[src/rtl/apb_master.sv]
// APB requester: turns single-beat host commands into SETUP/ACCESS APB transfers with one response each.
// Optional ACCESS-phase timeout is enabled by defining APB_MASTER_TIMEOUT_EN.
module apb_master #(
    parameter int ADDR_WIDTH     = 32,
    parameter int DATA_WIDTH     = 32,
    parameter int SEL_BITS       = 2,
    parameter int TIMEOUT_CYCLES = 16,
    localparam int NUM_SLAVES    = 2**SEL_BITS,
    localparam int PSTRB_WIDTH   = DATA_WIDTH/8
) (
    input  logic                   PCLK,
    input  logic                   PRESET,
    input  logic                   cmd_valid,
    output logic                   cmd_ready,
    input  logic                   cmd_write,
    input  logic [ADDR_WIDTH-1:0]  cmd_addr,
    input  logic [DATA_WIDTH-1:0]  cmd_wdata,
    input  logic [PSTRB_WIDTH-1:0] cmd_strb,
    input  logic [2:0]             cmd_prot,
    output logic                   rsp_valid,
    output logic [DATA_WIDTH-1:0]  rsp_rdata,
    output logic                   rsp_err,
    output logic [ADDR_WIDTH-1:0]  PADDR,
    output logic [2:0]             PPROT,
    output logic [NUM_SLAVES-1:0]  PSEL,
    output logic                   PENABLE,
    output logic                   PWRITE,
    output logic [DATA_WIDTH-1:0]  PWDATA,
    output logic [PSTRB_WIDTH-1:0] PSTRB,
    input  logic [DATA_WIDTH-1:0]  PRDATA,
    input  logic                   PREADY,
    input  logic                   PSLVERR
);

    // state  | meaning
    // IDLE   | no transfer, host may issue a command
    // SETUP  | PSEL up, PENABLE low, exactly one cycle
    // ACCESS | PENABLE up, waiting for PREADY
    typedef enum logic [1:0] {IDLE, SETUP, ACCESS} state_t;

    state_t                state;
    logic                  accept;
    logic                  tmo_hit;
    logic [NUM_SLAVES-1:0] sel_dec;

    if (SEL_BITS < 1 || SEL_BITS > ADDR_WIDTH || TIMEOUT_CYCLES < 1) begin : g_param_check
        $error("apb_master: invalid SEL_BITS/TIMEOUT_CYCLES");
    end

    always_comb begin
        sel_dec = '0;
        sel_dec[cmd_addr[ADDR_WIDTH-1 -: SEL_BITS]] = 1'b1;
    end

    // Ready during the completing ACCESS cycle gives back-to-back transfers without an IDLE bubble.
    assign cmd_ready = !PRESET && ((state == IDLE) || (state == ACCESS && PREADY));
    assign accept    = cmd_valid && cmd_ready;

`ifdef APB_MASTER_TIMEOUT_EN
    localparam int TMO_W = $clog2(TIMEOUT_CYCLES + 1);
    logic [TMO_W-1:0] tmo_cnt;

    // Abort on the TIMEOUT_CYCLES-th wait cycle; a PREADY in that same cycle still completes normally.
    assign tmo_hit = (state == ACCESS) && !PREADY && (tmo_cnt == TMO_W'(TIMEOUT_CYCLES - 1));

    always_ff @(posedge PCLK or posedge PRESET) begin
        if (PRESET) begin
            tmo_cnt <= '0;
        end else if (state == SETUP) begin
            tmo_cnt <= '0;
        end else if (state == ACCESS && !PREADY) begin
            tmo_cnt <= tmo_cnt + TMO_W'(1);
        end
    end
`else
    assign tmo_hit = 1'b0;
`endif

    always_ff @(posedge PCLK or posedge PRESET) begin
        if (PRESET) begin
            state     <= IDLE;
            PADDR     <= '0;
            PPROT     <= '0;
            PSEL      <= '0;
            PENABLE   <= 1'b0;
            PWRITE    <= 1'b0;
            PWDATA    <= '0;
            PSTRB     <= '0;
            rsp_valid <= 1'b0;
            rsp_rdata <= '0;
            rsp_err   <= 1'b0;
        end else begin
            rsp_valid <= 1'b0;
            case (state)
                SETUP: begin
                    PENABLE <= 1'b1;
                    state   <= ACCESS;
                end
                ACCESS: begin
                    if (PREADY) begin
                        rsp_valid <= 1'b1;
                        rsp_err   <= PSLVERR;
                        rsp_rdata <= PWRITE ? '0 : PRDATA;
                        PSEL      <= '0;
                        PENABLE   <= 1'b0;
                        state     <= IDLE;
                    end else if (tmo_hit) begin
                        rsp_valid <= 1'b1;
                        rsp_err   <= 1'b1;
                        rsp_rdata <= '0;
                        PSEL      <= '0;
                        PENABLE   <= 1'b0;
                        state     <= IDLE;
                    end
                end
                default: ;
            endcase
            // A new command overrides the return to IDLE taken above.
            if (accept) begin
                PADDR   <= cmd_addr;
                PPROT   <= cmd_prot;
                PWRITE  <= cmd_write;
                PWDATA  <= cmd_write ? cmd_wdata : '0;
                PSTRB   <= cmd_write ? cmd_strb : '0;
                PSEL    <= sel_dec;
                PENABLE <= 1'b0;
                state   <= SETUP;
            end
        end
    end

endmodule

[config.mk]
export PLATFORM = sky130hd
export DESIGN_NAME = apb_master
export DESIGN_NICKNAME = d
export VERILOG_FILES = /design/src/rtl/apb_master.sv
export SDC_FILE = /design/constraint.sdc
export NUM_CORES = 1
export LEC_CHECK = 0
export CAP_MARGIN = 30
export CORE_MARGIN = 2
export CORE_UTILIZATION = 37
export DETAILED_ROUTE_END_ITERATION = 10
export PLACE_DENSITY = 0.77
export SKIP_CTS_REPAIR_TIMING = 1
export SLEW_MARGIN = 15
export SYNTH_ARGS = -nofsm -noshare
export SYNTH_HDL_FRONTEND = slang
export SYNTH_SLANG_ARGS = --single-unit
export TNS_END_PERCENT = 30
[constraint.sdc]
create_clock -name PCLK -period 3.6 [get_ports PCLK]
set_input_delay 0.9 -clock PCLK [delete_from_list [all_inputs] [get_ports PCLK]]
set_output_delay 0.9 -clock PCLK [all_outputs]
set_load 0.01 [all_outputs]
## Word-level counts from Yosys, hierarchy flattened

Index checks and enable logic that the tools add are counted.

| storage, ports and cells | value |
|---|---|
| memories kept | 0 |
| bits in writable memories | 0 |
| flip-flop bits (word level) | 113 |
| latch bits | 0 |
| memory bits (read-only) | 0 |
| input port bits | 109 |

| cells by class | value |
|---|---|
| divide/modulo/power cells | 0 |
| muxes and demuxes | 16 |
| shift operators | 0 |
| eq/ne operators | 3 |
| multipliers | 0 |
| reduce and logical (&&, ||, !) cells | 13 |
| $add $sub $neg | 0 |
| bitwise operators | 0 |
| order comparisons | 2 |

Operators with widths:

| operator | number |
|---|---|
| two-way mux 32 bit | 2 |
| two-way mux 4 bit | 4 |
| AND reduction 2 bit | 3 |
| two-way mux 1 bit | 5 |
| logical AND 1 bit | 4 |
| two-way mux 2 bit | 2 |
| one-hot mux 2 bit (2 select lines) | 1 |
| nonzero test 2 bit | 2 |
| less-than comparator 2 x 3 -> 1 bit, second input constant | 1 |
| != test 3 bit, second input constant | 1 |
| nonzero test 3 bit | 1 |
| demux 1 bit (select 2 bit) | 1 |
| equality test 2 x 1 -> 1 bit, second input constant | 1 |
| equality test 2 bit, second input constant | 1 |
| >= comparator 2 x 1 -> 1 bit, second input constant | 1 |
| logical NOT 2 bit | 1 |
| one-hot mux 1 bit (2 select lines) | 1 |
| logical NOT 1 bit | 1 |
| logical OR 1 bit | 1 |

## Logic depth before layout (Yosys ltp)

| logic depth | value |
|---|---|
| depth after elaboration | 7 |
| depth in mapped cells | 5 |

## Worst setup path after synthesis

Ideal clock, no wire load.

| timing | value |
|---|---|
| kind | input to output |
| from | input PREADY |
| to | output cmd_ready |
| arrival | 1.248 ns |
| buffers on the path | 0 |
| setup slack | 1.452 ns |
| stages on the path | 3 |
| cell sequence | nand2b_1 -> nand2b_1 -> nor2_1 |

| on the way | value |
|---|---|
| cells in the longest elaborated chain, start to end | 3 |

Ends and longest elaborated chain:

| item | line | text |
|---|---|---|
| start: declaration | 31 | `input logic PREADY,` |
| logical AND 1 bit | 56 | `assign cmd_ready = !PRESET && ((state == IDLE) \|\| (state == ACCESS && PREADY));` |
| logical OR 1 bit | 56 |  |
| logical AND 1 bit | 56 |  |
| end: declaration | 14 | `output logic cmd_ready,` |

No other way between the ends.

## Final worst setup path

Same ends and word-level chain as after synthesis.

==> run summary <==
status: finished clean
DRC viols: 0
synth unique cells: 15
CTS tree: built
total power: 5.36 mW
nets: 727
via count of the first global-routing pass: 3633
global-route usage over all layers: 0.175
Initial Util: 0.380
via density per instance: 4.56
final RePlAce weighted congestion: 0.740
detailed router's first-iteration violation count: 195
Syn Nets: 506
CP peak stage delay: 0.54 ns
I/O Pins: 221
Buf/Inv on CP: 2
Least-Margin Pin Slew: 0.771 ns
clk buf depth: 2
Cells after Synth: 397
Final HPWL DP: 8570 um
ANT nets after route: 0
Crit Path Max Fanout: 2
final setup vio count: 0
CP endpoint kind: output pin
Pre-antenna DRT Iters: 4
core area: 0.0120 mm2
Final Cell Area: 0.00730 mm2
largest net degree at the start of global routing: 70
Worst Path Required: 2.70 ns
Slew Limit Headroom: 0.485
critical path type: input port to output pin
Ys Warns: 0
Slew Viols, Final: 0
CTS buffer count: 9
Synth top area share: 0.614
Die X-Extent: 115 um
post-synth top area cell: dfrtp_1
H-tree depth: 3
max cap viols: 0
Synth Area per Inst: 11.5 um2
Critical Path AT: 2.27 ns
clk sinks: 112
CP Cell Sequence: clkdlybuf4s50_1 -> nand2b_1 -> nand2b_1 -> nor2_1 -> clkdlybuf4s50_1
clock-pin slew on the worst setup and hold paths: 0.07 ns
P per Cell Area: 734 mW/mm2
Peak VDD IR: 0.311 mV
register area share after synthesis: 0.614
Lkg Pwr: 3.38 nW
Top delay family on crit path: buffers and inverters
Buffers on Ports: 220
fmax: 316 MHz
Placed Area: 0.00696 mm2
slowest cell on the critical path: clkdlybuf4s50_1
TNS Setup: 0 ns
Mapped Area: 0.00457 mm2
area grow syn2layout: 60.0%
top post-synthesis cells by area: dfrtp_1 61%, mux2_2 9.1%, mux2i_1 8.8%, nand2_1 6.2%, nand2b_1 4.9%
first-pass GRT wire length: 18000 um
Final min period: 3.17 ns
unrepaired setup endpoints after global routing: false
die area: 0.0132 mm2
worst clock skew: 0.00678 ns
Yosys reg bits: 112
final wirelength: 11600 um
total congestion overflow: 0
Clock Root Buffer: clkbuf_16
Ant. Diodes: 0
initial antenna violation count: 0
routed len/inst: 15.1 um
share of layout cells above drive strength 1: 0.108
clock latency on the worst-skew pair: 0.34 ns
Hold Crit Class: flip-flop to flip-flop
die height: 115 um
nature of the critical path startpoint: input port
DR vias: 3508
Rows: 40
Fin. Hold Viols: 0
ratio of final minimum period to clock period: 0.880
setup ws final: 0.432 ns
pre-CTS setup slack: 0.421 ns
-- power breakdown --
part | switching (mW) | internal, mW
clock | 0.441 | 0.696
combinational | 0.869 | 1.32
sequential | 0.280 | 1.76
total | 1.59 | 3.77
-- cells in the final DEF (no fill, tap or decap), drive strengths merged --
cell type and instances:
or2 1, nor2 2, o21ai 32, inv 37
mux2 37, nand2 75, clkinvlp 3, nand3 1
nand2b 36, dfrtp 112, nand3b 1, mux2i 40
buf 12, bufinv 3, clkdlybuf4s50 220, clkbuf 10
-- final cells by class --
class                   instances  area, um2
inverters                      38        146
flip-flops and latches        112       2800
multi-input cells             225       1520
clock buffers                  10        239
fillers                       973       4710
clock inverters                 5        105
well taps                     147        184
repair buffers                232       2300
-- registers in the layout (all words and copies together), names as in the netlist --
register and flops:
PSEL 4, rsp_rdata 32, PSTRB 4, state 1
rsp_err 1, PADDR 32, PWDATA 32, PPROT 3
PENABLE 1, PWRITE 1, rsp_valid 1
-- worst paths after layout --
| kind | startpoint | to | slack, ns | cells past startpoint |
|---|---|---|---|---|
| hold / removal | rsp_rdata[21] | rsp_rdata[21] | 0.49 | 2 |
| hold reg to reg | rsp_rdata[21] | rsp_rdata[21] | 0.49 | 2 |
| max in group asynchronous | PRESET | PSEL[1] | 2.04 | 3 |
| setup reg to reg | state[0] | PADDR[30] | 1.77 | 4 |
| setup / recovery | PREADY | cmd_ready | 0.43 | 5 |
| min in group asynchronous | PRESET | state[0] | 1.09 | 3 |
-- worst reg2reg max path: cells and delay by family (launching register included) --
| kind | cells | cell delay (ns) |
|---|---|---|
| buffers and inverters | 1 | 0.41 |
| flip-flops | 1 | 0.42 |
| multiplexers | 1 | 0.30 |
| AND/OR/NAND/NOR | 2 | 0.57 |
-- layer usage --
layer / vias up / GRT usage / share of wire
li1: 1703 / - / -
met1: 1661 / 0.228 / 0.43
met2: 129 / 0.289 / 0.49
met3: 15 / 0.0343 / 0.056
met4: 0 / 0.0667 / 0.017
met5: - / 0 / 0
-- cell families after synthesis --
kind of cell,after synthesis,share of synthesized area
compound gates,32,0.0351
buf+inv,60,0.0543
flops,112,0.614
mux,77,0.179
simple gates,116,0.118
-- Yosys cell counts --
cell type / number
clkbuf_1: 11
dfrtp_1: 112
buf_2: 6
nand2_1: 75
inv_1: 38
mux2i_1: 40
or2_2: 1
nand2b_1: 36
buf_4: 4
nor2_1: 2
nand3_2: 1
o21ai_0: 32
buf_1: 1
nand3b_1: 1
mux2_2: 37
-- through the flow --
stage	util	std cells	hold slack [ns]
after floorplan	-	397	0.476
after global placement	0.579	754	0.464
after detailed placement	0.579	754	0.471
after CTS	0.608	769	0.487
after global routing	0.608	769	0.507
final	0.608	769	0.485
Power figures use the tool's default switching activity.
